## src/rtl/bus_pkg.sv

```systemverilog
// rtl/bus_pkg.sv - data_bus address map, STATUS bit positions and address decode
package bus_pkg;

  localparam logic [7:0] ADDR_TXDATA = 8'hF0;
  localparam logic [7:0] ADDR_STATUS = 8'hF1;
  localparam logic [7:0] ADDR_TIMER  = 8'hF2;
  localparam logic [7:0] ADDR_LEDS   = 8'hF3;

  localparam int STAT_FULL     = 0;
  localparam int STAT_EMPTY    = 1;
  localparam int STAT_EXPIRED  = 2;
  localparam int STAT_OVERFLOW = 3;

  typedef enum logic [2:0] {
    SEL_RAM,
    SEL_TXDATA,
    SEL_STATUS,
    SEL_TIMER,
    SEL_LEDS,
    SEL_NONE
  } sel_e;

  // Addresses above ram_top that are not a named register fall to SEL_NONE (read 0, writes ignored).
  function automatic sel_e decode_addr(input logic [7:0] addr, input logic [7:0] ram_top);
    sel_e sel;
    sel = SEL_NONE;
    if (addr <= ram_top) begin
      sel = SEL_RAM;
    end else begin
      case (addr)
        ADDR_TXDATA: sel = SEL_TXDATA;
        ADDR_STATUS: sel = SEL_STATUS;
        ADDR_TIMER:  sel = SEL_TIMER;
        ADDR_LEDS:   sel = SEL_LEDS;
        default:     sel = SEL_NONE;
      endcase
    end
    return sel;
  endfunction

endpackage

```

## src/rtl/tx_fifo.sv

```systemverilog
// rtl/tx_fifo.sv - TX byte FIFO; push while full is taken only if the same edge also pops
module tx_fifo #(
  parameter int DEPTH = 4
) (
  input  logic       clk,
  input  logic       rst,
  input  logic       push,
  input  logic [7:0] pushData,
  input  logic       pop,
  output logic [7:0] headData,
  output logic       full,
  output logic       empty
);

  localparam int AW = $clog2(DEPTH);
  localparam logic [AW:0] FULL_CNT = (AW + 1)'(DEPTH);

  logic [7:0]    mem [DEPTH];
  logic [AW-1:0] wr_ptr;
  logic [AW-1:0] rd_ptr;
  logic [AW:0]   count;
  logic          do_pop;
  logic          do_push;

  assign empty    = (count == '0);
  assign full     = (count == FULL_CNT);
  assign headData = mem[rd_ptr];

  assign do_pop  = pop && !empty;
  assign do_push = push && (!full || do_pop);

  // Storage carries no reset; only pointers and occupancy define validity.
  always_ff @(posedge clk) begin
    if (do_push) begin
      mem[wr_ptr] <= pushData;
    end
  end

  always_ff @(posedge clk) begin
    if (rst) begin
      wr_ptr <= '0;
      rd_ptr <= '0;
      count  <= '0;
    end else begin
      if (do_push) begin
        wr_ptr <= wr_ptr + 1'b1;
      end
      if (do_pop) begin
        rd_ptr <= rd_ptr + 1'b1;
      end
      case ({do_push, do_pop})
        2'b10:   count <= count + 1'b1;
        2'b01:   count <= count - 1'b1;
        default: count <= count;
      endcase
    end
  end

endmodule

```

## src/rtl/data_bus.sv

```systemverilog
// rtl/data_bus.sv - CPU data bus: RAM, TX FIFO, STATUS, LEDs; timer present only with DATA_BUS_TIMER_EN
module data_bus
  import bus_pkg::*;
#(
  parameter int         FIFO_DEPTH = 4,
  parameter logic [7:0] RAM_TOP    = 8'hEF
) (
  input  logic       clk,
  input  logic       rst,
  input  logic [7:0] memAddress,
  input  logic [7:0] memIn,
  input  logic       memWrEnable,
  output logic [7:0] memOut,
  output logic [7:0] txData,
  output logic       txValid,
  input  logic       txReady,
  output logic [7:0] leds
);

  sel_e       sel;
  logic       ram_wr;
  logic       status_wr;
  logic       leds_wr;
  logic       fifo_push;
  logic       fifo_pop;
  logic       fifo_full;
  logic       fifo_empty;
  logic       overflow;
  logic       ovf_set;
  logic       expired_bit;
  logic [7:0] timer_rd;
  logic [7:0] status;
  logic [7:0] ram [0:RAM_TOP];

  assign sel       = decode_addr(memAddress, RAM_TOP);
  assign ram_wr    = memWrEnable && !rst && (sel == SEL_RAM);
  assign status_wr = memWrEnable && (sel == SEL_STATUS);
  assign leds_wr   = memWrEnable && (sel == SEL_LEDS);
  assign fifo_push = memWrEnable && (sel == SEL_TXDATA);
  assign fifo_pop  = txValid && txReady;
  assign txValid   = !fifo_empty;
  assign ovf_set   = fifo_push && fifo_full && !fifo_pop;

  tx_fifo #(
    .DEPTH(FIFO_DEPTH)
  ) u_tx_fifo (
    .clk      (clk),
    .rst      (rst),
    .push     (fifo_push),
    .pushData (memIn),
    .pop      (fifo_pop),
    .headData (txData),
    .full     (fifo_full),
    .empty    (fifo_empty)
  );

  always_ff @(posedge clk) begin
    if (ram_wr) begin
      ram[memAddress] <= memIn;
    end
  end

  // Sticky flags: a set on the same edge as a software clear wins.
  always_ff @(posedge clk) begin
    if (rst) begin
      overflow <= 1'b0;
      leds     <= 8'h00;
    end else begin
      if (ovf_set) begin
        overflow <= 1'b1;
      end else if (status_wr && memIn[STAT_OVERFLOW]) begin
        overflow <= 1'b0;
      end
      if (leds_wr) begin
        leds <= memIn;
      end
    end
  end

`ifdef DATA_BUS_TIMER_EN
  logic [7:0] tmr_count;
  logic [7:0] tmr_reload;
  logic       expired;
  logic       timer_wr;
  logic       exp_set;

  assign timer_wr = memWrEnable && (sel == SEL_TIMER);
  assign exp_set  = !timer_wr && (tmr_count == 8'd1);

  // Reload on the 1->0 step so the period equals the reload value.
  always_ff @(posedge clk) begin
    if (rst) begin
      tmr_count  <= 8'h00;
      tmr_reload <= 8'h00;
      expired    <= 1'b0;
    end else begin
      if (timer_wr) begin
        tmr_count  <= memIn;
        tmr_reload <= memIn;
      end else if (tmr_count == 8'd1) begin
        tmr_count <= tmr_reload;
      end else if (tmr_count != 8'd0) begin
        tmr_count <= tmr_count - 8'd1;
      end
      if (exp_set) begin
        expired <= 1'b1;
      end else if (status_wr && memIn[STAT_EXPIRED]) begin
        expired <= 1'b0;
      end
    end
  end

  assign timer_rd    = tmr_count;
  assign expired_bit = expired;
`else
  assign timer_rd    = 8'h00;
  assign expired_bit = 1'b0;
`endif

  always_comb begin
    status                = 8'h00;
    status[STAT_FULL]     = fifo_full;
    status[STAT_EMPTY]    = fifo_empty;
    status[STAT_EXPIRED]  = expired_bit;
    status[STAT_OVERFLOW] = overflow;
  end

  always_comb begin
    memOut = 8'h00;
    case (sel)
      SEL_RAM:    memOut = ram[memAddress];
      SEL_STATUS: memOut = status;
      SEL_TIMER:  memOut = timer_rd;
      SEL_LEDS:   memOut = leds;
      default:    memOut = 8'h00;
    endcase
  end

endmodule
```

## config.mk

```make
export PLATFORM = sky130hd
export DESIGN_NAME = data_bus
export DESIGN_NICKNAME = d
export VERILOG_FILES = /design/src/rtl/bus_pkg.sv /design/src/rtl/tx_fifo.sv /design/src/rtl/data_bus.sv
export SDC_FILE = /design/constraint.sdc
export NUM_CORES = 2
export LEC_CHECK = 0
export CAP_MARGIN = 40
export CORE_MARGIN = 2
export CORE_UTILIZATION = 40
export CTS_CLUSTER_DIAMETER = 40
export DETAILED_ROUTE_END_ITERATION = 6
export GPL_TIMING_DRIVEN = 0
export HOLD_SLACK_MARGIN = 0.12
export PLACE_DENSITY = 0.64
export SLEW_MARGIN = 40
export SYNTH_ARGS = -nofsm -noshare
export SYNTH_HDL_FRONTEND = slang
export SYNTH_HIERARCHICAL = 1
export SYNTH_SLANG_ARGS = --single-unit
```

## constraint.sdc

```tcl
create_clock -name clk -period 6.7 [get_ports clk]
set_input_delay 1.34 -clock clk [delete_from_list [all_inputs] [get_ports clk]]
set_output_delay 1.34 -clock clk [all_outputs]
set_load 0.01 [all_outputs]
```

======== After elaboration in Yosys (flattened, before gate mapping) ========
Memory sizes are Yosys's and may differ from the RTL's. A register that Yosys moved wholly into a read port is not among the register bits.
Index checks and enable logic that the tools add are counted.
word-level totals
  register bits after elaboration ......... 16
  RAM bits ................................ 1952
  word-level logic and storage cells ...... 54
  memories kept ........................... 2
memories
  name           words  width  rd ports  clocked after Yosys merged registers in  wr ports  RTL line        text
  ram            240    8      1         0                                        1         data_bus.sv:33  logic [7:0] ram [0:RAM_TOP];
  u_tx_fifo.mem  4      8      1         1                                        1         tx_fifo.sv:18   logic [7:0] mem [DEPTH];
cells by class
  add/subtract/negate cells ............... 4
  $lt $le $gt $ge ......................... 1
  eq/ne operators ......................... 10
  mux-type cells .......................... 12
  reduce and logical (&&, ||, !) cells .... 20
operators by type and width
  kind                                                   count
  equality test 8 bit, second input constant             4
  one-hot mux 8 bit (3 select lines)                     1
  one-hot mux 3 bit (4 select lines)                     1
  logical AND 1 bit                                      11
  less-or-equal comparator 8 bit, second input constant  1
  equality test 3 bit, second input constant             2
  logical NOT 3 bit                                      2
  2-to-1 mux 1 bit                                       6
  one-hot mux 3 bit (2 select lines)                     1
  adder 2 x 1 -> 2 bit, second input constant            2
  logical NOT 1 bit                                      4
  2-to-1 mux 2 bit                                       2
  nonzero test 2 bit                                     2
  adder 3 x 1 -> 3 bit, second input constant            1
  equality test 3 x 1 -> 1 bit, second input constant    1
  equality test 3 x 2 -> 1 bit, second input constant    1
  2-to-1 mux 3 bit                                       1
  subtractor 3 x 1 -> 3 bit, second input constant       1
  equality test 2 x 1 -> 1 bit, second input constant    1
  equality test 2 bit, second input constant             1
  logical OR 1 bit                                       1

======== Depth between registers and ports, before layout ========
  depth after elaboration ................. 8
  mapped depth ............................ 16
  mapped depth without buffers ............ 8

======== Modules after synthesis ========
Netlist, hierarchy kept.
by module, submodules not included
  module    instances  cells an instance  area an instance (um^2)  seq. area each (um^2)
  data_bus  1          3458               75322.2                  57835.5
  tx_fifo   1          101                1691.6                   1141.1

======== Worst setup path before layout ========
No wires, ideal clock.
  path type ............................... input to output
  start ................................... input memAddress[0]
  end ..................................... output memOut[4]
  arrival ................................. 3.499 ns
  data required time ...................... 5.360 ns
  path slack .............................. 1.861 ns
  stages on the path ...................... 9
  buffers on the path ..................... 4
  cells stage by stage .................... buf_6 buf_6 buf_6 buf_2 mux4_2 mux4_2 a22oi_1 nand3_1 and3_1
between the ends
  longest elaborated chain between the ends .. 5
  elaborated cells on any way between the ends .. 12
  those cells by class .................... order compare (1); eq/ne (6); mux (3); reduce/logical (1); memory (1)
RTL lines
  item                                                               RTL line         text
  from (decl)                                                        data_bus.sv:10   input logic [7:0] memAddress,
  branches (longest 4 deep; another with memory read (240 x 8 bit))  --
  one-hot mux 8 bit (3 select lines) (*)                             data_bus.sv:130  case (sel)
  to (decl)                                                          data_bus.sv:13   output logic [7:0] memOut,
Every way passes the cells marked *.

======== Worst setup path after layout ========
  start ................................... input memAddress[2]
  end ..................................... output memOut[7]
Same word-level chain as after synthesis.

==> results_dict.tcl <==
set metrics [dict create \
    outcome "complete, but fails checks" \
    failed_checks "negative setup slack" \
    setup_ws_ns -0.133 \
    clk_latency_ns 0.89 \
    overflow 0 \
    crit_path_cell_trace "clkdlybuf4s15_2, buf_6, buf_4, clkbuf_2, buf_16, mux4_2, nor2_1, o22ai_1, a221oi_4, o31ai_1, and3_1, clkdlybuf4s50_1" \
    cts-htree-levels 4 \
    die_area_um2 196000 \
    syn_area_um2 77000 \
    synth_edf_count 1952 \
    grt_start_max_net_pins 102 \
    start_kind "input port" \
    routabilityCongestion 1.01 \
    finalCritPeriodShare 1.02 \
    end_kind "output pin" \
    final.fill_count 15462 \
    maxSlewViolCount 0 \
    area_growth_syn_to_layout_pct 18.4 \
    port_buffers 39 \
    peakVddDrop_mv 0.232 \
    ys.flop_type "edfxtp_1" \
    rsz0062_at_grt "true" \
    dpl_cell_area_um2 82600 \
    routed-via-count 42359 \
    fin_crit_ns 6.83 \
    worstPathMaxFanout 10 \
    start_util 0.401 \
    grt_pass1_wl_um 363000 \
    timing.fmax_mhz 146 \
    setup_viol 7 \
    synth_nets 3584 \
    hpwl_um 182000 \
    cap_violations 0 \
    postSynth.asyncResetShare 0 \
    slowest_delay_ns 0.58 \
    io_pins 45 \
    power_mw 28.3 \
    layout_commonest_cell "edfxtp_1" \
    synth_cells 3559 \
    path_clk_slew_ns 0.06 \
    clock-skew-final_ns 0.0195 \
    required_ns 5.36 \
    cp.arrival_ns 5.49 \
    num_rows 161 \
    antenna_found_initial 18 \
    detail_route.vias_per_cell 6.39 \
    cts_buffer_depth 3 \
    slowest_stage "a221oi_4" \
    core_area_um2 192000 \
    cts_buffers 235 \
    ys_ff_latch 1970 \
    cpLargestDelayFamily "buffers and inverters" \
    ys_seq_area_frac 0.766 \
    die-height_um 443 \
    critPathKind "in2out" \
    powerDensity_nw_per_um2 311 \
    drive_above_1_share 0.345 \
    die_w_um 443 \
    relSlewSlack 0.314 \
    root_buffer "clkbuf_16" \
    route.detailed.wl_per_inst_um 41.4 \
    routed_wl_um 274000 \
    dr.pass1.iters 7 \
    p_leak_nw 28.4 \
    nNetsFinal 3913 \
    ys.warnings.count 6 \
    drt_iter0_drc 7075 \
    clkSinkCount 1970 \
    utilization 0.475 \
    final_hold_viol_count 0 \
    min_path_type "reg2reg" \
    critPathBufInv 6 \
    synth_area_per_cell_um2 21.6 \
    multi_input_area_um2 17400 \
    layout_common_cells "edfxtp_1, mux4_2, clkbuf_16, nor2_2, nor2_1" \
    seqCellArea_um2 59000 \
    drc 0 \
    cts_tree "done" \
    grt.total_usage 0.277 \
    worstMarginPinSlew_ns 1.03 \
    final_cell_area_um2 91200 \
    grt_pass1_vias 40683 \
    yosys.cell_types.count 76 \
    ant_nets 0 \
]
==> state kept, by name (all words and copies together), names as in the netlist, named ones only <==
signal and cells:
overflow 1, leds 8, u_tx_fifo/mem 32, u_tx_fifo/wr_ptr 2, u_tx_fifo/count 3, ram 1920, u_tx_fifo/rd_ptr 2
==> worst register-to-register path: stages (launching register included) <==
cell,delay (ns)
dfxtp_1,0.46
nor3_2,0.19
nor2b_1,0.47
o31a_1,0.36
nand2b_1,0.10
fa_1,0.38
nand2b_1,0.16
o31ai_2,0.19
mux2_1,0.34
==> Yosys cell counts (all sizes together) (4+ instances only) <==
cell     instances  area [um2]
a2111oi          5        43.8
a211oi          11        82.6
a21oi           33         165
a221o            4        40.0
a221oi          17         149
a22o             8        70.1
a22oi           40         300
a31oi           12        75.1
and2            11        68.8
and3             6        37.5
buf            129        1010
clkbuf          87         342
dfxtp           18         360
edfxtp        1952       58600
ha               4        50.1
inv             13        48.8
mux2            15         169
mux2i           78         781
mux4           520       11800
nand2           84         315
nand2b          11        68.8
nand3           58         295
nand4            6        37.5
nor2           297        1110
nor2b           14        90.1
nor3            10        50.1
o2111ai          4        35.0
o211ai           7        52.6
o21ai           28         140
o22ai           18         113
o31ai            7        57.6
or2              4        25.0
==> per-layer routing <==
layer	GRT usage	routed length [um]
met1	0.358	96800
met2	0.403	120000
met3	0.103	38800
met4	0.161	18200
met5	0	105
==> through the flow <==
stage | hold WS, ns | setup TNS, ns | instances | setup WS (ns)
after floorplan | 0.480 | 0 | 3559 | 1.86
after global placement | 0.475 | -6516.85 | 6124 | -3.39
after detailed placement | 0.465 | -28.13 | 6178 | -1.44
after CTS | 0.473 | 0 | 6620 | 0.00875
after global routing | 0.508 | -0.0194 | 6621 | -0.0168
final | 0.474 | -0.753 | 6626 | -0.133
==> final cells by class <==
cell class,count,share of cell area
Tap cell,2526,0.0347
Clock buffer,261,0.0660
Multi-Input combinational cell,1358,0.191
Timing Repair Buffer,96,0.0198
Clock inverter,182,0.0220
Antenna cell,6,0.000165
Inverter,15,0.000686
Buffer,212,0.0193
Sequential cell,1970,0.647
==> kinds of logic (layout without fill, tap and decap cells) <==
group | after synthesis | in the layout | share of synthesized area
DFF | 1970 | 1970 | 0.766
other | 0 | 6 | 0
adders and majority gates | 5 | 5 | 0.000910
and+or+nand+nor | 519 | 519 | 0.0293
buffers and inverters | 231 | 766 | 0.0183
muxes | 613 | 613 | 0.165
AOI/OAI and AO/OA | 216 | 216 | 0.0198
xor gates and xnor gates | 5 | 5 | 0.000569
==> worst paths after layout <==
| check | startpoint | to | slack [ns] | cells past startpoint |
|---|---|---|---|---|
| setup reg to reg | u_tx_fifo/count[1] | u_tx_fifo/count[2] | 3.94 | 8 |
| hold / removal | leds[2] | leds[2] | 0.47 | 2 |
| setup / recovery | memAddress[2] | memOut[7] | -0.13 | 12 |
| hold reg to reg | leds[2] | leds[2] | 0.47 | 2 |
==> where the power goes <==
part           switching [mW]  internal, mW
clock network            5.53          7.51
registers             0.00328          13.6
logic                    1.20         0.550
==> repair_timing <==
action                                 in CTS  in global routing
gates resized for setup                   125                  9
buffers inserted                            3                  0
pin swaps                                   5                  1
setup endpoints to repair                   8                  3
hold buffers                                0                  0
endpoints found under the hold margin       0                  0
(Power assumes the default switching activity.)
